$ cat config.mk
export PLATFORM = sky130hd
export DESIGN_NAME = base_param_rd_flat
export DESIGN_NICKNAME = d
export VERILOG_FILES = /design/src/rtl/base_param_rd_if.sv /design/src/rtl/base_param_rd.sv /design/src/flat_wrapper.sv
export SDC_FILE = /design/constraint.sdc
export NUM_CORES = 1
export LEC_CHECK = 0
export ABC_CLOCK_PERIOD_IN_PS = 4080
export CORE_MARGIN = 2
export CORE_UTILIZATION = 37
export DETAILED_ROUTE_END_ITERATION = 10
export PLACE_DENSITY = 0.69
export SYNTH_ARGS = -nofsm -noshare
export SYNTH_HDL_FRONTEND = slang
export SYNTH_SLANG_ARGS = --single-unit
$ cat constraint.sdc
create_clock -name clk -period 4.08 [get_ports clk]
set_input_delay 0.816 -clock clk [delete_from_list [all_inputs] [get_ports clk]]
set_output_delay 0.816 -clock clk [all_outputs]
set_load 0.1 [all_outputs]
$ cat src/rtl/base_param_rd_if.sv
// BRAM-controller read port between the parameter fetcher (master) and the
// parameter BRAM (slave).
interface base_param_rd_if;
  logic        ram_clk;
  logic        ram_rst;
  logic [31:0] ram_addr;
  logic        ram_en;
  logic [31:0] ram_rd_data;
  logic [3:0]  ram_we;
  logic [31:0] ram_wd_data;

  modport master (
    output ram_clk, ram_rst, ram_addr, ram_en, ram_we, ram_wd_data,
    input  ram_rd_data
  );

  modport slave (
    input  ram_clk, ram_rst, ram_addr, ram_en, ram_we, ram_wd_data,
    output ram_rd_data
  );
endinterface

$ cat src/rtl/base_param_rd.sv
// Fetches NUM_WORDS consecutive 32-bit words from the parameter BRAM starting
// at START_ADDR and holds them for the accelerator control logic.
module base_param_rd #(
  parameter logic [31:0] START_ADDR = 32'h4580_0000,
  parameter int unsigned NUM_WORDS  = 4,
  parameter logic [31:0] ADDR_STEP  = 32'd4,
  parameter int unsigned RD_LATENCY = 1,
  parameter bit          AUTO_START = 1'b1
) (
  input  logic                      clk,
  input  logic                      rst,
  input  logic                      start,
  base_param_rd_if.master           ram,
  output logic [32*NUM_WORDS-1:0]   param_data,
  output logic                      busy,
  output logic                      Transfer_Done
);

  localparam int unsigned    IDXW     = (NUM_WORDS > 1) ? $clog2(NUM_WORDS) : 1;
  localparam logic [IDXW-1:0] LAST_IDX = IDXW'(NUM_WORDS - 1);

  typedef enum logic [1:0] {IDLE, ISSUE, DRAIN, DONE} state_e;

  state_e                state_q, state_d;
  logic [IDXW-1:0]       issue_cnt_q, issue_cnt_d;
  logic [31:0]           addr_q, addr_d;
  logic                  en_q, en_d;
  logic                  auto_q;
  logic [RD_LATENCY-1:0] tag_vld_q;
  logic [IDXW-1:0]       tag_idx_q [RD_LATENCY];
  logic [32*NUM_WORDS-1:0] param_q;

  logic            trigger;
  logic            cap_vld;
  logic [IDXW-1:0] cap_idx;
  logic            last_cap;

  // auto_q stands in for a start pulse on the first cycle out of reset
  assign trigger  = ((state_q == IDLE) || (state_q == DONE)) && (start || auto_q);
  assign cap_vld  = tag_vld_q[RD_LATENCY-1];
  assign cap_idx  = tag_idx_q[RD_LATENCY-1];
  assign last_cap = cap_vld && (cap_idx == LAST_IDX);

  always_ff @(posedge clk) begin
    if (rst) begin
      state_q     <= IDLE;
      issue_cnt_q <= '0;
      addr_q      <= '0;
      en_q        <= 1'b0;
      auto_q      <= AUTO_START;
    end else begin
      state_q     <= state_d;
      issue_cnt_q <= issue_cnt_d;
      addr_q      <= addr_d;
      en_q        <= en_d;
      auto_q      <= 1'b0;
    end
  end

  // Address/enable are registered from the next state so the request for
  // word k is on the port in the same cycle the FSM sits in ISSUE for k.
  always_comb begin
    state_d     = state_q;
    issue_cnt_d = issue_cnt_q;
    addr_d      = '0;
    en_d        = 1'b0;
    unique case (state_q)
      IDLE, DONE: begin
        if (trigger) begin
          state_d     = ISSUE;
          issue_cnt_d = '0;
          addr_d      = START_ADDR;
          en_d        = 1'b1;
        end
      end
      ISSUE: begin
        if (issue_cnt_q == LAST_IDX) begin
          state_d = DRAIN;
        end else begin
          issue_cnt_d = issue_cnt_q + 1'b1;
          addr_d      = addr_q + ADDR_STEP;
          en_d        = 1'b1;
        end
      end
      DRAIN: begin
        if (last_cap) state_d = DONE;
      end
      default: state_d = IDLE;
    endcase
  end

  always_comb begin
    busy          = (state_q == ISSUE) || (state_q == DRAIN);
    Transfer_Done = (state_q == DONE);
  end

  // Tag pipe mirrors the BRAM read latency so each word lands in its own slot.
  always_ff @(posedge clk) begin
    if (rst) begin
      tag_vld_q <= '0;
      for (int unsigned i = 0; i < RD_LATENCY; i++) tag_idx_q[i] <= '0;
      param_q   <= '0;
    end else begin
      tag_vld_q[0] <= en_q;
      tag_idx_q[0] <= issue_cnt_q;
      for (int unsigned i = 1; i < RD_LATENCY; i++) begin
        tag_vld_q[i] <= tag_vld_q[i-1];
        tag_idx_q[i] <= tag_idx_q[i-1];
      end
      if (cap_vld) param_q[32*int'(cap_idx) +: 32] <= ram.ram_rd_data;
    end
  end

  assign param_data      = param_q;
  assign ram.ram_clk     = clk;
  assign ram.ram_rst     = 1'b0;
  assign ram.ram_addr    = addr_q;
  assign ram.ram_en      = en_q;
  assign ram.ram_we      = '0;
  assign ram.ram_wd_data = '0;

endmodule

$ cat src/flat_wrapper.sv
// flat-port wrapper written by rule: the top's interface ports become plain ports
module base_param_rd_flat 
#(
  parameter logic [31:0] START_ADDR = 32'h4580_0000,
  parameter int unsigned NUM_WORDS  = 4,
  parameter logic [31:0] ADDR_STEP  = 32'd4,
  parameter int unsigned RD_LATENCY = 1,
  parameter bit          AUTO_START = 1'b1
)
  (clk, rst, start, param_data, busy, Transfer_Done, ram_ram_clk, ram_ram_rst, ram_ram_addr, ram_ram_en, ram_ram_we, ram_ram_wd_data, ram_ram_rd_data);
  base_param_rd_if ram_i ();
  input  logic clk;
  input  logic rst;
  input  logic start;
  output logic [32*NUM_WORDS-1:0] param_data;
  output logic busy;
  output logic Transfer_Done;
  output wire logic [$bits(ram_i.ram_clk)-1:0] ram_ram_clk;
  output wire logic [$bits(ram_i.ram_rst)-1:0] ram_ram_rst;
  output wire logic [$bits(ram_i.ram_addr)-1:0] ram_ram_addr;
  output wire logic [$bits(ram_i.ram_en)-1:0] ram_ram_en;
  output wire logic [$bits(ram_i.ram_we)-1:0] ram_ram_we;
  output wire logic [$bits(ram_i.ram_wd_data)-1:0] ram_ram_wd_data;
  input wire logic [$bits(ram_i.ram_rd_data)-1:0] ram_ram_rd_data;
  assign ram_ram_clk = ram_i.ram_clk;
  assign ram_ram_rst = ram_i.ram_rst;
  assign ram_ram_addr = ram_i.ram_addr;
  assign ram_ram_en = ram_i.ram_en;
  assign ram_ram_we = ram_i.ram_we;
  assign ram_ram_wd_data = ram_i.ram_wd_data;
  assign ram_i.ram_rd_data = ram_ram_rd_data;
  base_param_rd #(.START_ADDR(START_ADDR), .NUM_WORDS(NUM_WORDS), .ADDR_STEP(ADDR_STEP), .RD_LATENCY(RD_LATENCY), .AUTO_START(AUTO_START)) u_core (.clk(clk), .rst(rst), .start(start), .ram(ram_i), .param_data(param_data), .busy(busy), .Transfer_Done(Transfer_Done));
endmodule
---- Yosys cells after proc, flatten, opt, wreduce, memory -nomap -nowiden ----
Memories as Yosys holds them, arrays and structs flattened.
Cells that the tools add are included.
cells by class
  mux-type cells .......................... 19
  reduce and logical (&&, ||, !) cells .... 11
  shift-type cells ........................ 2
  add/subtract/negate cells ............... 3
  equal/unequal tests ..................... 9
operators with widths
  cell                         number
  $bwmux W128                  1
  $shift A32 B33 Y128 const A  1
  $shiftx A32 B33 Y128         1
  $pmux W32 S2                 1
  $neg A7 Y33                  1
  $add A32 B3 Y32 const B      1
  $mux W32                     1
  $mux W31                     1
  $mux W2                      6
  $eq A2 B2 Y1 const B         4
  $mux W1                      6
  $ne A2 B1 Y1 const B         3
  $pmux W2 S3                  1
  $reduce_and A3 Y1            2
  $pmux W2 S2                  1
  $reduce_or A2 Y1             2
  $logic_or A1 B1 Y1           3
  $add A2 B1 Y2 const B        1
  $eq A2 B1 Y1 const B         1
  $logic_and A1 B1 Y1          2
  $logic_not A2 Y1             1
  $ne A2 B2 Y1 const B         1
  $pmux W1 S2                  1
  $reduce_bool A2 Y1           1
word-level totals
  memory bits (writable) .................. 2
  word-level logic and storage cells ...... 52
  memories ................................ 1
  flip-flop bits (word level) ............. 167
memory list
  name              depth  bits a word  rd ports  clocked after memory_dff  write ports  line                 source
  u_core.tag_idx_q  1      2            1         0                         1            base_param_rd.sv:30  logic [IDXW-1:0] tag_idx_q [RD_LATENCY];

---- Longest topological paths before layout ----
Gate-level depths: netlist of run 1.
  depth after elaboration ................. 5
  depth in mapped cells ................... 7
  mapped depth without buffers ............ 7

==> results of run 1 <==
-- stage by stage --
| step | util (%) | power (mW) | area, um^2 | worst slack, ns |
|---|---|---|---|---|
| 2_1_floorplan | - | 2.92 | 6460 | 1.01 |
| 3_3_place_gp | 50.1 | 3.20 | 8340 | 0.284 |
| 3_5_place_dp | 50.1 | 3.21 | 8340 | 0.284 |
| 4_1_cts | 54.0 | 4.88 | 8980 | 0.0133 |
| 5_1_grt | 54.0 | 5.01 | 8980 | 0.0158 |
| 6_report | 54.0 | 4.82 | 8980 | 0.0222 |
-- power breakdown --
part / internal, mW / total, mW / switching (mW)
clock: 1.02 / 1.75 / 0.734
sequential: 1.72 / 1.79 / 0.0731
combinational: 0.274 / 1.28 / 1.01
-- cell families after synthesis --
logic type | count (synthesis) | synth area share (%)
flops | 167 | 52.9
buf+inv | 91 | 7.87
simple gates | 229 | 16.7
compound gates | 145 | 16.9
other cells | 1 | 0.0594
fa+ha+maj | 11 | 2.18
xor+xnor | 24 | 3.33
-- sequential cells by signal, summed over array words and instances, names as in the netlist --
| name | flops |
|---|---|
| u_core.param_data | 128 |
| u_core.tag_idx_q | 2 |
| u_core.state_q | 2 |
| u_core.cap_vld | 1 |
| u_core.issue_cnt_q | 2 |
| u_core.ram.ram_addr | 30 |
| u_core.auto_q | 1 |
| u_core.ram.ram_en | 1 |
-- area by class of cell --
| type | count | area (um^2) | share of cell area, % |
|---|---|---|---|
| Sequential cell | 167 | 3340 | 37.2 |
| Multi-Input combinational cell | 448 | 2650 | 29.5 |
| Timing Repair Buffer | 207 | 2040 | 22.7 |
| Clock buffer | 26 | 549 | 6.12 |
| Tap cell | 220 | 275 | 3.07 |
| Clock inverter | 10 | 98.8 | 1.10 |
| Inverter | 7 | 26.3 | 0.293 |
-- Yosys cell counts --
master | n | share of area (%)
a211o_1 | 1 | 0.14
a211oi_1 | 3 | 0.36
a21oi_1 | 3 | 0.24
a22o_1 | 1 | 0.14
a22oi_1 | 128 | 15
and3_1 | 6 | 0.59
and4_1 | 3 | 0.42
buf_1 | 6 | 0.36
buf_2 | 4 | 0.32
buf_4 | 40 | 4.8
clkbuf_1 | 34 | 2.0
conb_1 | 1 | 0.059
dfxtp_1 | 167 | 53
ha_1 | 11 | 2.2
inv_1 | 7 | 0.42
nand2_1 | 17 | 1.0
nand2b_1 | 1 | 0.099
nand3_1 | 11 | 0.87
nand3_2 | 1 | 0.16
nand4_1 | 12 | 1.2
nand4_4 | 1 | 0.34
nor2_1 | 156 | 9.3
nor2_2 | 2 | 0.20
nor2b_1 | 4 | 0.40
nor3_1 | 4 | 0.32
nor3_4 | 1 | 0.26
nor4_1 | 2 | 0.20
nor4b_2 | 4 | 0.95
o211ai_1 | 3 | 0.36
o21ai_0 | 6 | 0.48
or3_1 | 2 | 0.20
or4_1 | 2 | 0.24
xnor2_1 | 5 | 0.69
xor2_1 | 19 | 2.6
-- worst max-delay path by stage --
| stage | start | endpoint | cells past startpoint |
|---|---|---|---|
| after floorplan | clk | ram_ram_clk | 1 |
| after global placement | clk | ram_ram_clk | 1 |
| after detailed placement | clk | ram_ram_clk | 1 |
| after CTS | clk | ram_ram_clk | 3 |
| after global routing | clk | ram_ram_clk | 3 |
| final | clk | ram_ram_clk | 3 |
-- per-layer routing --
layer	routed length, um	vias up	global-route usage (%)
li1	-	2635	-
met1	7540	2531	23.3
met2	8000	205	29.9
met3	1290	22	5.03
met4	314	0	7.25
met5	0	-	0
==> results.md, run 1 <==
- Status: finished, final reports clean
- R2R cell count: 6
- I/O Buffers: slightly below 200
- Hold path startpoint: u_core.ram.ram_en$_SDFF_PP0_
- Die Y: ~130 um
- Initial core utilization: between 30% and 40%
- Antenna cells: 0
- Die Footprint: roughly 18000 um^2
- Worst flop-to-flop path startpoint: u_core.tag_idx_q[0][0]$_SDFF_PP0_
- Slowest-stage cell, CP: clkdlybuf4s50_1
- Post-synthesis sequential area ratio: between 50% and 60%
- Clk slew on worst S/H paths: approximately 0.060 ns
- Hold Crit Class: reg2reg
- Number of global-route vias before repair: between 4000 and 5000
- Relative slew slack: between 30 and 40%
- Slew of the pin with the lowest slew margin: roughly 1.0 ns
- Max-cap check violation count: 0
- Crit Path Category: clk2out
- Overall Global Routing Usage: 18.4%
- Startpoint types: clock port
- 1st-iter DRT viols: roughly 330
- CP max FO: 2
- Leak: 3.27 nW
- First-pass GRT wire length: 26.5 mm
- Mean Syn Cell Area: ~9.5 um^2
- CP cell instances: clkbuf_16, clkbuf_16, clkdlybuf4s50_1
- Syn. warnings: 0
- DIE WIDTH: 135 um
- Clock skew: 0.00713 ns
- Setup Fix Bufs, Post-CTS: 0
- Hold_buf cts: 0
- Vias per inst: roughly 5.0
- Most frequent cells in the layout: clkdlybuf4s50_1, dfxtp_1, nor2_1, a22oi_1, conb_1
- Critical path endpoint category: primary output
- R2R Path End: u_core.param_data[122]$_SDFFE_PP0P_
- Final Hold Fails: 0
- Gpl congestion: about 0.74
- WHS: 0.464 ns
- DR DRC count: 0
- Post-Syn Instances: roughly 670
- Core area: around 17000 um^2
- # rows: 47
- Data required, critical path: approximately 3.3 ns
- Flops & latches, synth: ~170
- TritonCTS clock tree: built
- Drt pass-1 iters: 5
- Cell family with most CP delay: buffers and inverters
- Initial antenna violation count: 0
- Drt wl/cell: around 16 um
- R2R Setup Slk: around 1.8 ns
- P&R area growth vs syn: 42.2%
- Placed cells: roughly 1100
- Cell mode on critical path: clkbuf_16
- Detailed Route WL: between 15 and 20 mm
- RSZ-0062 raised after global routing: false
- Hold Path Depth: 1
- Final Slew Violations: 0
- Post-route ant nets: 0
- Slowest cell delay on critical path: 0.95 ns
- DP Wirelength: 11.3 mm
- I/O pin cnt: ~240
- Final instance count without filler cells: around 1100
- Routed via count: about 5400
- Hold Crit Endpoint: u_core.cap_vld$_SDFF_PP0_
- Setup TNS: 0 ns
- Pin count of the biggest net entering global routing: 75
- Share of cells above drive strength 1: 6.47%
- Arr. time, crit path: approximately 3.2 ns
- Buffers and inverters on the worst path: 3
- Clk Latency, worst-skew pair: 0.52 ns
- PD cells: 537 nW/um^2
- Post-layout net count: between 800 and 900
- Grt total ovfl: 0
- Fill cell count: 1502
- PostCTS Resize Cnt: 0
- Mapped cell area: 6310 um^2
- Most common cell after layout, fill and taps aside: clkdlybuf4s50_1
- Maximum vdd drop: approximately 0.62 mV
- Library cells used by synthesis: 34
- Final setup vio count: 0
Power figures use the tool's default switching activity.
==> run 2: changes to the inputs <==
--- a/config.mk
+++ b/config.mk
@@ -9,6 +9,7 @@
 export CORE_MARGIN = 2
 export CORE_UTILIZATION = 37
 export DETAILED_ROUTE_END_ITERATION = 10
+export MAX_ROUTING_LAYER = met4
 export PLACE_DENSITY = 0.69
 export SYNTH_ARGS = -nofsm -noshare
 export SYNTH_HDL_FRONTEND = slang
==> run 2 against run 1 <==
Effect of this change: hold slack better by 0.0013 ns; clock power about the same; design area stayed put; non-clock buffer count stayed put; critical endpoint unchanged; largest power group unchanged.
==> results.md, run 2 (synthesized netlist as in run 1, its figures left out) <==
- Status: finished, final reports clean
- Max-cap check violation count: 0 (unchanged)
- R2R cell count: 6 (unchanged)
- Worst flop-to-flop path startpoint: u_core.tag_idx_q[0][0]$_SDFF_PP0_
- Pin count of the biggest net entering global routing: 75 (unchanged)
- Slowest-stage cell, CP: clkdlybuf4s50_1
- Grt total ovfl: 0 (unchanged)
- Placed cells: 1050 (unchanged)
- DR DRC count: 0 (unchanged)
- Detailed Route WL: 17.1 mm (about the same)
- Register Area: 3340 um^2 (unchanged)
- Met2 usage: 30.0% (+0.085 points)
- Vias per inst: 4.98 (+0.26%)
- Gpl congestion: 0.753 (+1.3%)
- CP cell instances: clkbuf_16, clkbuf_16, clkdlybuf4s50_1
- Leak: 3.27 nW (unchanged)
- First-pass GRT wire length: 26.5 mm (about the same)
- Number of global-route vias before repair: 4954 (+0.18%)
- TritonCTS clock tree: built
- Setup Fix Bufs, Post-CTS: 0 (unchanged)
- Data required, critical path: 3.26 ns (about the same)
- Initial antenna violation count: 0 (unchanged)
- Arr. time, crit path: 3.24 ns (about the same)
- Post-route ant nets: 0 (unchanged)
- Die Y: 135 um (unchanged)
- Flip-flop count of the largest register, all copies and words added: 128 (unchanged)
- Relative slew slack: 30.6% (+0.10 points)
- Setup TNS: 0 ns (unchanged)
- Drt pass-1 iters: 5 (unchanged)
- Cell mode on critical path: clkbuf_16
- Routed via count: 5407 (+0.26%)
- Hold_buf cts: 0 (unchanged)
- Drt wl/cell: 15.8 um (about the same)
- Final instance count without filler cells: 1085 (unchanged)
- Maximum vdd drop: 0.620 mV (about the same)
- RSZ-0062 raised after global routing: false
- Critical Path End: ram_ram_clk
- Met1 GRT Util: 23.5% (+0.21 points)
- Startpoint types: clock port
- Final Slew Violations: 0 (unchanged)
- I/O Buffers: 196 (unchanged)
- PostCTS Resize Cnt: 0 (unchanged)
- Clk slew on worst S/H paths: 0.06 ns (about the same)
- Core area: 16600 um^2 (unchanged)
- Hold Crit Class: reg2reg
- Slew of the pin with the lowest slew margin: 1.04 ns (-0.00153 ns)
- 1st-iter DRT viols: 343 (+4.6%)
- Multi-input logic area: 2650 um^2 (unchanged)
- Met3 Usage GRT: 4.62% (-0.41 points)
- R2R Path End: u_core.param_data[122]$_SDFFE_PP0P_
- Share of cells above drive strength 1: 6.47% (unchanged)
- Most Used Layer, Global Route: met2
- Initial core utilization: 37.9% (unchanged)
- Final Hold Fails: 0 (unchanged)
- R2R Setup Slk: 1.79 ns (+0.03 ns)
- Worst setup startpoint: clk
- Critical path endpoint category: primary output
- Final setup vio count: 0 (unchanged)
- Overall Global Routing Usage: 19.0% (+0.55 points)
- Post-layout net count: 898 (unchanged)
- Clock skew: 0.00704 ns (-0.0000883 ns)
- Most frequent cells in the layout: clkdlybuf4s50_1, dfxtp_1, nor2_1, a22oi_1, conb_1
- PD cells: 537 nW/um^2 (about the same)
- I/O pin cnt: 236 (unchanged)
- Antenna cells: 0 (unchanged)
- Clk Latency, worst-skew pair: 0.52 ns (about the same)
- CP max FO: 2 (unchanged)
- Fill cell count: 1502 (unchanged)
- Crit Path Category: clk2out
- Die Footprint: 18100 um^2 (unchanged)
- DP Wirelength: 11.3 mm (unchanged)
- P&R area growth vs syn: 42.2% (unchanged)
- DIE WIDTH: 135 um (unchanged)
- # rows: 47 (unchanged)
- Most common cell after layout, fill and taps aside: clkdlybuf4s50_1
- Slowest cell delay on critical path: 0.95 ns (about the same)
[run 2: final cells by class]
class / count / share of cell area (%)
Clock buffer: 26 / 6.12
Clock inverter: 10 / 1.10
Inverter: 7 / 0.293
Multi-Input combinational cell: 448 / 29.5
Sequential cell: 167 / 37.2
Tap cell: 220 / 3.07
Timing Repair Buffer: 207 / 22.7
[run 2: per-stage QoR]
step                      utilization, %  cell area [um^2]  hold WS, ns  setup slack, ns  total power, mW
after floorplan                        -              6460        0.468             1.01             2.92
after global placement              50.1              8340        0.464            0.284             3.20
after detailed placement            50.1              8340        0.460            0.284             3.21
after CTS                           54.0              8980        0.468           0.0133             4.88
after global routing                54.0              8980        0.491           0.0158             5.01
final                               54.0              8980        0.465           0.0215             4.82
[run 2: worst min-delay path by stage]
stage                                       startpoint                                 to  depth (start not counted)
CTS                       u_core.ram.ram_en$_SDFF_PP0_          u_core.cap_vld$_SDFF_PP0_                          1
finish                    u_core.ram.ram_en$_SDFF_PP0_          u_core.cap_vld$_SDFF_PP0_                          1
global placement          u_core.ram.ram_en$_SDFF_PP0_          u_core.cap_vld$_SDFF_PP0_                          1
global route              u_core.ram.ram_en$_SDFF_PP0_          u_core.cap_vld$_SDFF_PP0_                          1
floorplan           u_core.issue_cnt_q[1]$_SDFFE_PP0P_  u_core.tag_idx_q[0][1]$_SDFF_PP0_                          1
detailed placement        u_core.ram.ram_en$_SDFF_PP0_          u_core.cap_vld$_SDFF_PP0_                          1
[run 2: power breakdown]
group	leakage (nW)	switching, mW	total (mW)	internal [mW]
combinational	1.62	1.01	1.28	0.274
sequential	1.35	0.0730	1.79	1.72
clock	0.299	0.731	1.75	1.02
[run 2: critical path, delay by kind of cell]
kind	cells	cell delay, ns
buffers and inverters	3	1.20
[run 2: per-layer routing]
metal / up-vias / part of all wire (%)
met3: 20 / 7.9
met1: 2529 / 43
met2: 223 / 47
met5: - / 0
li1: 2635 / -
met4: 0 / 1.7
==> run 3: changes to the inputs <==
--- a/config.mk
+++ b/config.mk
@@ -7,10 +7,10 @@
 export LEC_CHECK = 0
 export ABC_CLOCK_PERIOD_IN_PS = 4080
 export CORE_MARGIN = 2
-export CORE_UTILIZATION = 37
+export CORE_UTILIZATION = 48
 export DETAILED_ROUTE_END_ITERATION = 10
 export MAX_ROUTING_LAYER = met4
-export PLACE_DENSITY = 0.69
+export PLACE_DENSITY = 0.86
 export SYNTH_ARGS = -nofsm -noshare
 export SYNTH_HDL_FRONTEND = slang
 export SYNTH_SLANG_ARGS = --single-unit
==> run 3 against run 2 <==
Effect of this change: die area down 22%; sequential cell count unchanged; sequential share of layout area about the same; sequential power about the same; largest cell class unchanged.
==> results.md, run 3 (synthesized netlist as in run 1, its figures left out) <==
- CP max FO: 2 (unchanged)
- PostCTS Resize Cnt: 0 (unchanged)
- DR DRC count: 0 (unchanged)
- Drt pass-1 iters: 7 (+2)
- Clk pwr share: 37.5% (+1.3 points)
- Post-route cell area: 8970 um^2 (about the same)
- Critical path endpoint category: primary output
- Net Switching: 1.84 mW (+1.3%)
- 1st-iter DRT viols: 489 (+43%)
- Initial antenna violation count: 0 (unchanged)
- Placed Area: 8300 um^2 (-0.54%)
- Most common cell after layout, fill and taps aside: clkdlybuf4s50_1
- PD cells: 551 nW/um^2 (+2.6%)
- I/O pin cnt: 236 (unchanged)
- Grt total ovfl: 0 (unchanged)
- Post-route ant nets: 0 (unchanged)
- RSZ-0062 raised after global routing: false
- Sw Share: 37.2% (-0.43 points)
- Final Hold Fails: 0 (unchanged)
- Setup Fix Bufs, Post-CTS: 0 (unchanged)
- # rows: 41 (-13%)
- Share of cells above drive strength 1: 6.60% (+0.12 points)
- P&R area growth vs syn: 42.1% (about the same)
- Clock skew: 0.00786 ns (+0.000814 ns)
- Core area: 12700 um^2 (-24%)
- Slew of the pin with the lowest slew margin: 1.04 ns (-0.00201 ns)
- Leak: 3.29 nW (+0.73%)
- DP Wirelength: 11.6 mm (+2.6%)
- Clk Latency, worst-skew pair: 0.54 ns (+0.02 ns)
- TritonCTS clock tree: built
- Arr. time, crit path: 3.24 ns (about the same)
- Antenna cells: 0 (unchanged)
- Status: finished, final reports clean
- Gpl congestion: 0.799 (+6.2%)
- Setup TNS: 0 ns (unchanged)
- Hold Crit Class: reg2reg
- DIE WIDTH: 119 um (-12%)
- Die Footprint: 14100 um^2 (-22%)
- Pin count of the biggest net entering global routing: 76 (+1.3%)
- Worst flop-to-flop path startpoint: u_core.tag_idx_q[0][0]$_SDFF_PP0_
- Drt wl/cell: 17.5 um (+11%)
- Routed via count: 5688 (+5.2%)
- Startpoint types: clock port
- Maximum vdd drop: 0.582 mV (-6.1%)
- Comb pwr share: 26.2% (-0.4 points)
- Flip-flop count of the largest register, all copies and words added: 128 (unchanged)
- Initial core utilization: 49.6% (+12 points)
- Hold_buf cts: 0 (unchanged)
- Internal Power: 3.10 mW (+3.2%)
- Number of global-route vias before repair: 5316 (+7.3%)
- Worst setup startpoint: clk
- Crit Path Category: clk2out
- Clk slew on worst S/H paths: 0.06 ns (about the same)
- Overall Global Routing Usage: 25.9% (+7.0 points)
- Final setup vio count: 0 (unchanged)
- Max-cap check violation count: 0 (unchanged)
- I/O Buffers: 196 (unchanged)
- Hold path startpoint: u_core.ram.ram_en$_SDFF_PP0_
- Die Y: 119 um (-12%)
- Detailed Route WL: 18.1 mm (+5.9%)
- Relative slew slack: 30.7% (+0.13 points)
- Post-layout net count: 898 (unchanged)
- Reg power frac: 36.3% (-0.9 points)
- Most frequent cells in the layout: clkdlybuf4s50_1, dfxtp_1, nor2_1, a22oi_1, conb_1
- Vias per inst: 5.49 (+10%)
- Final Slew Violations: 0 (unchanged)
- First-pass GRT wire length: 28.2 mm (+6.1%)
- Data required, critical path: 3.26 ns (about the same)
-- run 3: per-layer routing --
layer / track usage [%] / vias up / part of all wire (%)
met1: 31.5 / 2728 / 41
li1: - / 2637 / -
met4: 10.2 / 0 / 1.9
met3: 5.98 / 33 / 8.1
met5: - / - / 0
met2: 41.9 / 290 / 49
-- run 3: cell type report --
class	instances	area, um^2
clock inverters	10	120
well taps	172	215
repair buffers	207	2050
flip-flops and latches	167	3340
fillers	939	3750
inverters	7	26.3
multi-input cells	448	2650
clock buffers	25	566
-- run 3: worst paths after layout --
| kind | endpoint | slack (ns) | depth (start not counted) |
|---|---|---|---|
| setup reg to reg | u_core.param_data[48]$_SDFFE_PP0P_ | 1.52 | 6 |
| setup / recovery | ram_ram_clk | 0.02 | 3 |
| hold / removal | u_core.cap_vld$_SDFF_PP0_ | 0.46 | 1 |
| hold reg to reg | u_core.cap_vld$_SDFF_PP0_ | 0.46 | 1 |
-- run 3: power by group through the flow --
stage	combinational, mW	sequential (mW)	clock, mW
after floorplan	0.531	2.30	0.0925
after global placement	1.28	1.82	0.0962
after detailed placement	1.29	1.82	0.0962
after CTS	1.30	1.79	1.88
after global routing	1.35	1.81	1.95
final	1.30	1.79	1.85
-- run 3: per-stage QoR --
stage               std cells  setup WS [ns]  power (mW)  utilization (%)  hold WS, ns
floorplan                 706           1.01        2.92                -        0.468
global placement         1002          0.284        3.20             65.2        0.448
detailed placement       1002          0.284        3.21             65.2        0.451
CTS                      1036         0.0119        4.96             70.5        0.465
global route             1036         0.0145        5.10             70.5        0.482
finish                   1036         0.0195        4.94             70.5        0.463
-- run 3: worst max-delay path: stages --
cell	delay (ns)
clkbuf_16	0.12
clkbuf_16	0.13
clkdlybuf4s50_1	0.95
